===== config.mk =====
export PLATFORM = sky130hd
export DESIGN_NAME = msx2_mapper_ram_access
export DESIGN_NICKNAME = d
export VERILOG_FILES = /design/src/rtl/msx2_mapper_ram_access.sv
export SDC_FILE = /design/constraint.sdc
export NUM_CORES = 1
export LEC_CHECK = 0
export BUFFER_PORTS_ARGS = -buffer_cell sky130_fd_sc_hd__buf_2
export CAP_MARGIN = 25
export CORE_ASPECT_RATIO = 1.1
export CORE_UTILIZATION = 49
export DETAILED_ROUTE_END_ITERATION = 10
export PLACE_DENSITY = 0.92
export SYNTH_ARGS = -nofsm -noshare
export SYNTH_HDL_FRONTEND = slang
export SYNTH_SLANG_ARGS = --single-unit

===== constraint.sdc =====
create_clock -name clk -period 4.1 [get_ports clk]
set_input_delay 0.82 -clock clk [delete_from_list [all_inputs] [get_ports clk]]
set_output_delay 0.82 -clock clk [all_outputs]
set_load 0.05 [all_outputs]

===== src/rtl/msx2_mapper_ram_access.sv =====
// MSX2 mapper RAM sequencer: segment/offset to linear RAM address, req/ack handshake, CPU wait.
// Optional acknowledge watchdog enabled by defining MSX2_RAM_ACCESS_TIMEOUT_EN.
module msx2_mapper_ram_access #(
    parameter int unsigned RAM_AW  = 22,
    parameter int unsigned TIMEOUT = 255
) (
    input  logic              clk,
    input  logic              reset,
    input  logic              mem_req,
    input  logic              mem_rd,
    input  logic              mem_wr,
    input  logic [15:0]       cpu_addr,
    input  logic [7:0]        cpu_data,
    input  logic [7:0]        segment,
    input  logic [7:0]        size,
    input  logic [RAM_AW-1:0] ram_base,
    output logic              cpu_wait,
    output logic [7:0]        q,
    output logic [RAM_AW-1:0] ram_addr,
    output logic [7:0]        ram_din,
    output logic              ram_rd,
    output logic              ram_wr,
    input  logic              ram_ack,
    input  logic [7:0]        ram_dout,
    output logic              timeout_err
);

    typedef enum logic [1:0] {IDLE, ISSUE, WAIT_ACK, DONE} state_t;

    state_t            state, state_nxt;
    logic              accept;
    logic              to_fire;
    logic              is_rd;
    logic [7:0]        rdata;
    logic [7:0]        seg_mask;
    logic [RAM_AW-1:0] addr_r;
    logic [7:0]        din_r;

    // Page select bits are consumed upstream by the mapper register file.
    logic unused_bits;
    assign unused_bits = ^cpu_addr[15:14];

    assign accept   = !reset && (state == IDLE) && mem_req && (mem_rd || mem_wr);
    assign seg_mask = segment & (size - 8'd1);

`ifdef MSX2_RAM_ACCESS_TIMEOUT_EN
    localparam int unsigned CW = (TIMEOUT > 1) ? $clog2(TIMEOUT) : 1;

    logic [CW-1:0] to_cnt;
    logic          to_err;

    assign to_fire     = (state == WAIT_ACK) && !ram_ack && (to_cnt == CW'(TIMEOUT - 1));
    assign timeout_err = to_err;

    always_ff @(posedge clk) begin
        if (reset) begin
            to_cnt <= '0;
            to_err <= 1'b0;
        end else begin
            if (state == ISSUE)
                to_cnt <= '0;
            else if (state == WAIT_ACK)
                to_cnt <= to_cnt + 1'b1;
            if (to_fire)
                to_err <= 1'b1;
        end
    end
`else
    logic unused_timeout;
    assign unused_timeout = ^TIMEOUT;
    assign to_fire        = 1'b0;
    assign timeout_err    = 1'b0;
`endif

    always_ff @(posedge clk) begin
        if (reset)
            state <= IDLE;
        else
            state <= state_nxt;
    end

    always_comb begin
        state_nxt = state;
        cpu_wait  = 1'b0;
        ram_rd    = 1'b0;
        ram_wr    = 1'b0;
        q         = 8'hFF;
        case (state)
            IDLE: begin
                cpu_wait = accept;
                if (accept)
                    state_nxt = ISSUE;
            end
            ISSUE: begin
                cpu_wait  = 1'b1;
                ram_rd    = is_rd;
                ram_wr    = !is_rd;
                state_nxt = WAIT_ACK;
            end
            WAIT_ACK: begin
                cpu_wait = 1'b1;
                if (ram_ack || to_fire)
                    state_nxt = DONE;
            end
            DONE: begin
                if (is_rd)
                    q = rdata;
                if (!mem_rd && !mem_wr)
                    state_nxt = IDLE;
            end
            default: state_nxt = IDLE;
        endcase
    end

    always_ff @(posedge clk) begin
        if (reset) begin
            is_rd  <= 1'b0;
            rdata  <= 8'hFF;
            addr_r <= '0;
            din_r  <= '0;
        end else begin
            if (accept) begin
                is_rd  <= mem_rd;
                addr_r <= ram_base + RAM_AW'({seg_mask, cpu_addr[13:0]});
                din_r  <= cpu_data;
            end
            if (state == WAIT_ACK) begin
                if (ram_ack && is_rd)
                    rdata <= ram_dout;
                else if (to_fire)
                    rdata <= 8'hFF;
            end
        end
    end

    assign ram_addr = addr_r;
    assign ram_din  = din_r;

endmodule

; Word-level counts from Yosys, hierarchy flattened
; Cells that the tools add are included.
[totals]
register_bits = 41
in_bits = 76
[op_classes]
mux = 9
n_eq_ne = 6
n_reduce_logical = 14
bitwise_logic = 1
addsub = 2
[ops]
columns = operator, count
row1 = $add 22x22->22, 1
row2 = $mux 8, 2
row3 = $and 8x8->8, 1
row4 = $pmux 2 s4, 1
row5 = $sub 8x1->8 const B, 1
row6 = $mux 2, 3
row7 = $ne 2x2->1 const B, 3
row8 = $logic_and 1x1->1, 5
row9 = $eq 2x2->1 const B, 2
row10 = $logic_not 1->1, 4
row11 = $reduce_and 3->1, 1
row12 = $eq 2x1->1 const B, 1
row13 = $logic_not 2->1, 1
row14 = $mux 1, 2
row15 = $pmux 1 s2, 1
row16 = $reduce_and 2->1, 1
row17 = $reduce_or 2->1, 1
row18 = $logic_or 1x1->1, 1

; Depth between registers and ports, before layout
; Gate-level depths: netlist of the first run.
[logic_depth]
ltp_word = 6
mapped_depth = 13
mapped_depth_nobuf = 13

; Worst setup path after synthesis of the first run
; No wires, ideal clock.
[synth_path]
path_type = in2reg
from = input size[2]
to = register addr_r[21] (netlist: ram_addr[21])
arrival_ns = 3.009
setup_slack_ns = 0.966
setup_ns = 0.125
path_stages = 12
path_buffers = 0
cell_sequence = nor4_1 > nand2_1 > xnor2_1 > and2_1 > ha_1 > a21oi_1 > o21ai_2 > a2111o_1 > a311o_1 > o21ai_1 > xnor2_1 > o21ai_1
[synth_between]
elab_chain_cells = 3
[synth_rtl]
columns = item, line
row1 = from (decl), 15  ; input logic [7:0] size,
row2 = $sub 8x1->8, 44  ; assign seg_mask = segment & (size - 8'd1);
row3 = $and 8x8->8, 44
row4 = $add 22x22->22, 124  ; addr_r <= ram_base + RAM_AW'({seg_mask, cpu_addr[13:0]});
row5 = to (signal assigned), 124
row6 = to (decl), 36  ; logic [RAM_AW-1:0] addr_r;
; No other way between the ends.
; A chain may end at the register's enable or synchronous reset.

; Worst setup path after layout of the first run
; Ends and elaborated chain as after synthesis.

==> impl_metrics.toml, run 1 <==
[grt]
grt_usage_pct = 23.2
gr-total-overflow = 0
grt_pass1_wl_um = 11200
grt_max_degree = 37
antenna_found_initial = 0
grt_pass1_vias = 2782

[placed_design]
hpwlAfterDp_um = 5520
io_buffers = 114
dpl.cell_count = 548
gp_congestion = 0.891

[drt]
drc_errors = 0
first_iter_violations = 131
top_layer_used = "met4"
ant_nets = 0
routed_wl_um = 6910
wl_met3_um = 382
wl_per_cell_um = 12.4
routed-via-count = 2969
drtPass1Iterations = 4
drt-met1-wl_um = 2830
via_per_inst = 5.34
wl_met2_um = 3510

[finish]
syn2layout_area_growth_pct = 24.6
layoutNonFillerInstCount = 556
layout.cells.most_common_list = "buf_2, nand2_1, dfxtp_1"
final_common_cell = "buf_2"
diodes = 0
drive_above_1_share_pct = 30.1
fillers = 503
nets = 584

[synth]
yosys.area.top_type = "dfxtp_1"
synth.avg_cell_area_um2 = 7.68
synth_ff_type = "dfxtp_1"
async_flop_share_pct = 0
netlist.area_leader.share_pct = 28.4
seq_area_frac_synth_pct = 28.4
synth_fp_nets = 480
yosysUniqueCellTypes = 54
yosys_warnings = 0
postSynthCellCount = 376
ys_ff_latch = 41
synth_edf_count = 0
synth.top_cells.by_area = "dfxtp_1, ha_1, nand2_1"
synth.cell_area_um2 = 2890

[floorplan]
start_util_pct = 52.2
die_h_um = 82.5
design.die.area_um2 = 6210
die_w_um = 75.2
rows = 28
core_um2 = 5540
io_pins = 118

[clocking]
cts_buffers = 5
postCtsHoldBufs = 0
clockBufferDepth = 2
post_cts_resized = 0
htreeDepth = 2
cts_sinks = 41
cts_tree = "built"
clkLatencyLatePin_ns = 0.28
cts_root_buf = "clkbuf_8"
cts_setup_buffers = 0
clk_pin_slew_ns = 0.08

[worst_setup_path]
worst_setup_path_end_kind = "register"
critPathKind = "primary input to register"
critPathLaunchType = "primary input"
worstPathRequired_ns = 4.27
worstPathMaxFanout = 4
worstPathArrival_ns = 3.44
reg2reg_slack_ns = 1.83

[timing]
timing.final.crit_period_ns = 3.27
max_slew_margin_pct = 58.3
setup_viol = 0
finalHoldViolations = 0
fin_crit_sh_pct = 79.7
fmax_mhz = 306
worst_slew_pin_slew_ns = 0.623
slew_violations = 0
tns_ns = 0
rsz0062_at_grt = "no"
finClkSkew_ns = 0.00416

[flow_run]
cap_violations = 0

[power]
irDropWorstVdd_mv = 0.196
leakage_nw = 1.72
p_per_area_nw_per_um2 = 439
switching_power_mw = 0.694
seq_power_share_pct = 31.6
p_int_mw = 0.889
clockPowerShare_pct = 21.0
p_sw_share_pct = 43.8
p_comb_share_pct = 47.4

[hold_path]
hp-class = "register to register"

[outcome]
status = "finished, final reports clean"
[final timing paths]
path	to	cells past startpoint	from
setup / recovery	ram_addr[21]$_SDFFE_PP0P_	13	size[2]
hold / removal	ram_addr[10]$_SDFFE_PP0P_	2	ram_addr[10]$_SDFFE_PP0P_
setup reg to reg	ram_addr[9]$_SDFFE_PP0P_	6	state[0]$_SDFFE_PP0P_
hold reg to reg	ram_addr[10]$_SDFFE_PP0P_	2	ram_addr[10]$_SDFFE_PP0P_
[registers in the layout (all words and copies together) (netlist names)]
name / count
is_rd: 1
ram_addr: 22
ram_din: 8
rdata: 8
state: 2
[area by class of cell]
type                            instances  area, um^2  share of cell area (%)
Multi-Input combinational cell        309        1960                    54.4
Inverter                                8        30.0                   0.834
Tap cell                               75        93.8                    2.61
Clock buffer                            6        82.6                    2.29
Timing Repair Buffer                  115         578                    16.1
Clock inverter                          2        37.5                    1.04
Sequential cell                        41         821                    22.8
[power by group through the flow]
stage	Combinational (mW)	Sequential (mW)	Clock, mW
2_1_floorplan	0.394	0.684	0
3_3_place_gp	0.733	0.504	0
3_5_place_dp	0.749	0.509	0
4_1_cts	0.751	0.500	0.342
5_1_grt	0.817	0.506	0.362
6_report	0.750	0.499	0.333
[per-stage QoR]
step	area, um^2	setup WS (ns)	utilization [%]	power (mW)	hold WS [ns]
2_1_floorplan	2890	0.966	-	1.08	0.430
3_3_place_gp	3480	0.651	62.9	1.24	0.432
3_5_place_dp	3480	0.567	62.9	1.26	0.442
4_1_cts	3600	0.869	65.1	1.59	0.453
5_1_grt	3600	0.621	65.1	1.68	0.466
6_report	3600	0.831	65.1	1.58	0.451
[critical path, stage by stage]
cell	delay, ns
buf_2	0.12
nor4_1	0.47
nand2_1	0.13
xnor2_1	0.13
and2_1	0.15
ha_1	0.31
a21oi_1	0.20
o21ai_2	0.10
a2111o_1	0.39
a311o_1	0.29
o21ai_1	0.11
xnor2_1	0.13
o21ai_1	0.07
[Yosys cell counts, types with 3 or more instances]
cell      number
a21o_1         7
a21oi_1       35
a21oi_2        3
a31oi_1        6
and2_1         7
clkbuf_1      15
dfxtp_1       41
ha_1          27
inv_1          8
nand2_1       85
nand2b_1       4
nand3_1        9
nand3b_1       9
nand4_1        4
nor2_1        17
nor2b_1        4
nor3_1         4
o211ai_1       4
o21ai_0       15
o21ai_2        4
or2_2          8
xnor2_1       12
xor2_1        11
[logic make-up after synthesis]
family	after synthesis	synth area share (%)
and+or+nand+nor	160	26.0
AOI/OAI and AO/OA	96	21.9
DFF	41	28.4
adders and majority gates	28	12.4
buffers and inverters	26	3.81
xor gates and xnor gates	23	6.97
other	1	0.130
muxes	1	0.346
[layer usage]
layer	GRT usage, %	up-vias
li1	-	1515
met1	23.7	1306
met2	45.0	132
met3	3.28	16
met4	12.0	0
met5	0	-
(Power assumes the default switching activity.)
==> inputs of run 2 (changes only) <==
==> constraint.sdc (replaced) <==
create_clock -name clk -period 3.25 [get_ports clk]
set_input_delay 0.65 -clock clk [delete_from_list [all_inputs] [get_ports clk]]
set_output_delay 0.65 -clock clk [all_outputs]
set_load 0.05 [all_outputs]
==> run 2 against run 1 <==
  * Global-route usage rose by 1.5 points
  * Non-clock buffer count rose by 4
  * Total power rose by 27%
  * First-iteration DRC count fell by 9.9%
  * Count of clock-buffer cells in the layout rose by 1
  * Die area did not move
  * Critical endpoint unchanged
  * Highest routed layer unchanged
==> impl_metrics.toml, run 2 (synthesis gave the netlist of run 1 again) <==
[outcome]
status = "finished, final reports clean"

[grt]
use_met2_pct = 46.0
grt_usage_pct = 24.6
grt_use_met1_pct = 25.6
gr-total-overflow = 0
grt_pass1_wl_um = 11800
grt_max_degree = 36
antenna_found_initial = 0
grt_pass1_vias = 2859
grt_use_met3_pct = 4.37
top_usage_layer = "met2"

[worst_setup_path]
reg2reg_slack_ns = 1.00
slowest_delay_ns = 0.40
worstPathArrival_ns = 3.15
path_cells = "buf_2 -> nor4_2 -> nand2_1 -> xnor2_1 -> and2_1 -> ha_1 -> a21oi_1 -> o21ai_2 -> a2111o_1 -> a311o_1 -> o21ai_1 -> xnor2_1 -> o21ai_1"
critPathLaunchType = "primary input"
worst_setup_path_end_kind = "register"
critPathKind = "primary input to register"
worstPathMaxFanout = 4
critPathSlowestCell = "a2111o_1"
worstPathRequired_ns = 3.42

[clocking]
postCtsHoldBufs = 0
clkLatencyLatePin_ns = 0.30
clk_pin_slew_ns = 0.08
cts_tree = "built"
cts_root_buf = "clkbuf_8"
clockBufferDepth = 2
htreeDepth = 2
cts_buffers = 5
cts_sinks = 41

[timing]
tns_ns = 0
rsz0062_at_grt = "no"
finalHoldViolations = 0
slew_violations = 0
fmax_mhz = 336
max_slew_margin_pct = 62.6
timing.final.crit_period_ns = 2.97
fin_ws_ns = 0.278
finClkSkew_ns = 0.0105
setup_viol = 0
fin_crit_sh_pct = 91.4
worst_slew_pin_slew_ns = 0.559

[power]
leakage_nw = 1.74
seq_power_share_pct = 31.4
p_per_area_nw_per_um2 = 553
p_int_mw = 1.13
clockPowerShare_pct = 21.0
p_sw_share_pct = 43.9
p_comb_share_pct = 47.6
irDropWorstVdd_mv = 0.248
switching_power_mw = 0.881

[placed_design]
post_dp_cell_area_um2 = 3510
place_ws_ns = -0.0969
hpwlAfterDp_um = 5650
dpl.cell_count = 552
io_buffers = 114
gp_congestion = 0.885

[floorplan]
die_h_um = 82.5
design.die.area_um2 = 6210
start_util_pct = 52.2
rows = 28
io_pins = 118
die_w_um = 75.2
core_um2 = 5540

[drt]
wl_per_cell_um = 12.7
drtPass1Iterations = 4
via_per_inst = 5.45
ant_nets = 0
first_iter_violations = 118
routed_wl_um = 7110
drc_errors = 0
routed-via-count = 3054

[flow_run]
cap_violations = 0

[finish]
final_common_cell = "buf_2"
drive_above_1_share_pct = 30.7
syn2layout_area_growth_pct = 25.8
layout.cells.most_common_list = "buf_2, nand2_1, dfxtp_1"
fillers = 485
largest_reg_flops = 22
design_area_um2 = 3630
nets = 588
layoutNonFillerInstCount = 560
diodes = 0

[hold_path]
hp-class = "register to register"
[run 2: changes by cell type in the layout (fill, tap and decap cells not counted)]
cell and change:
clkinvlp_4 -1, clkbuf_1 +1, nor4_2 +1, buf_4 +4, nor4_1 -1
[run 2: power groups by stage]
stage | Clock [mW] | Combinational (mW) | Sequential [mW]
2_1_floorplan | 0 | 0.497 | 0.863
3_5_place_dp | 0 | 0.951 | 0.642
5_1_grt | 0.449 | 1.04 | 0.641
6_report | 0.421 | 0.957 | 0.630
3_3_place_gp | 0 | 0.928 | 0.637
4_1_cts | 0.429 | 0.958 | 0.630
[run 2: stage by stage]
step | util [%] | hold WS, ns | power, mW
finish | 65.6 | 0.451 | 2.01
global route | 65.6 | 0.471 | 2.13
CTS | 65.5 | 0.449 | 2.02
detailed placement | 63.4 | 0.440 | 1.59
global placement | 63.4 | 0.434 | 1.56
floorplan | - | 0.430 | 1.36
[run 2: cell type report]
type / count / area (um^2) / area share (%)
Sequential cell: 41 / 821 / 22.6
Clock buffer: 7 / 86.3 / 2.38
Tap cell: 75 / 93.8 / 2.58
Timing Repair Buffer: 119 / 608 / 16.7
Multi-Input combinational cell: 309 / 1960 / 54.1
Inverter: 8 / 30.0 / 0.826
Clock inverter: 1 / 30.0 / 0.826
[run 2: worst max-delay path: cells and delay by family]
kind,cells,cell delay [ns]
buf+inv,1,0.13
fa+ha+maj,1,0.33
xor+xnor,2,0.26
simple gates,3,0.60
compound gates,6,1.18
[run 2: final timing paths]
| check | start | endpoint | cells after the start |
|---|---|---|---|
| hold / removal | ram_addr[4]$_SDFFE_PP0P_ | ram_addr[4]$_SDFFE_PP0P_ | 2 |
| setup reg to reg | state[0]$_SDFFE_PP0P_ | ram_addr[9]$_SDFFE_PP0P_ | 6 |
| hold reg to reg | ram_addr[4]$_SDFFE_PP0P_ | ram_addr[4]$_SDFFE_PP0P_ | 2 |
| setup / recovery | size[2] | ram_addr[21]$_SDFFE_PP0P_ | 13 |
[run 2: layer usage]
metal,part of all wire (%),wire length (um),vias to the layer above
met5,0,0,-
li1,-,-,1523
met2,51,3600,137
met3,6.3,450,28
met4,4.0,285,0
met1,39,2780,1366
[run 2: timing repair]
action	in CTS	in global routing
resized for setup	0	1
endpoints found under the setup margin	0	1
endpoints found under the hold margin	0	0
buffers inserted	0	0
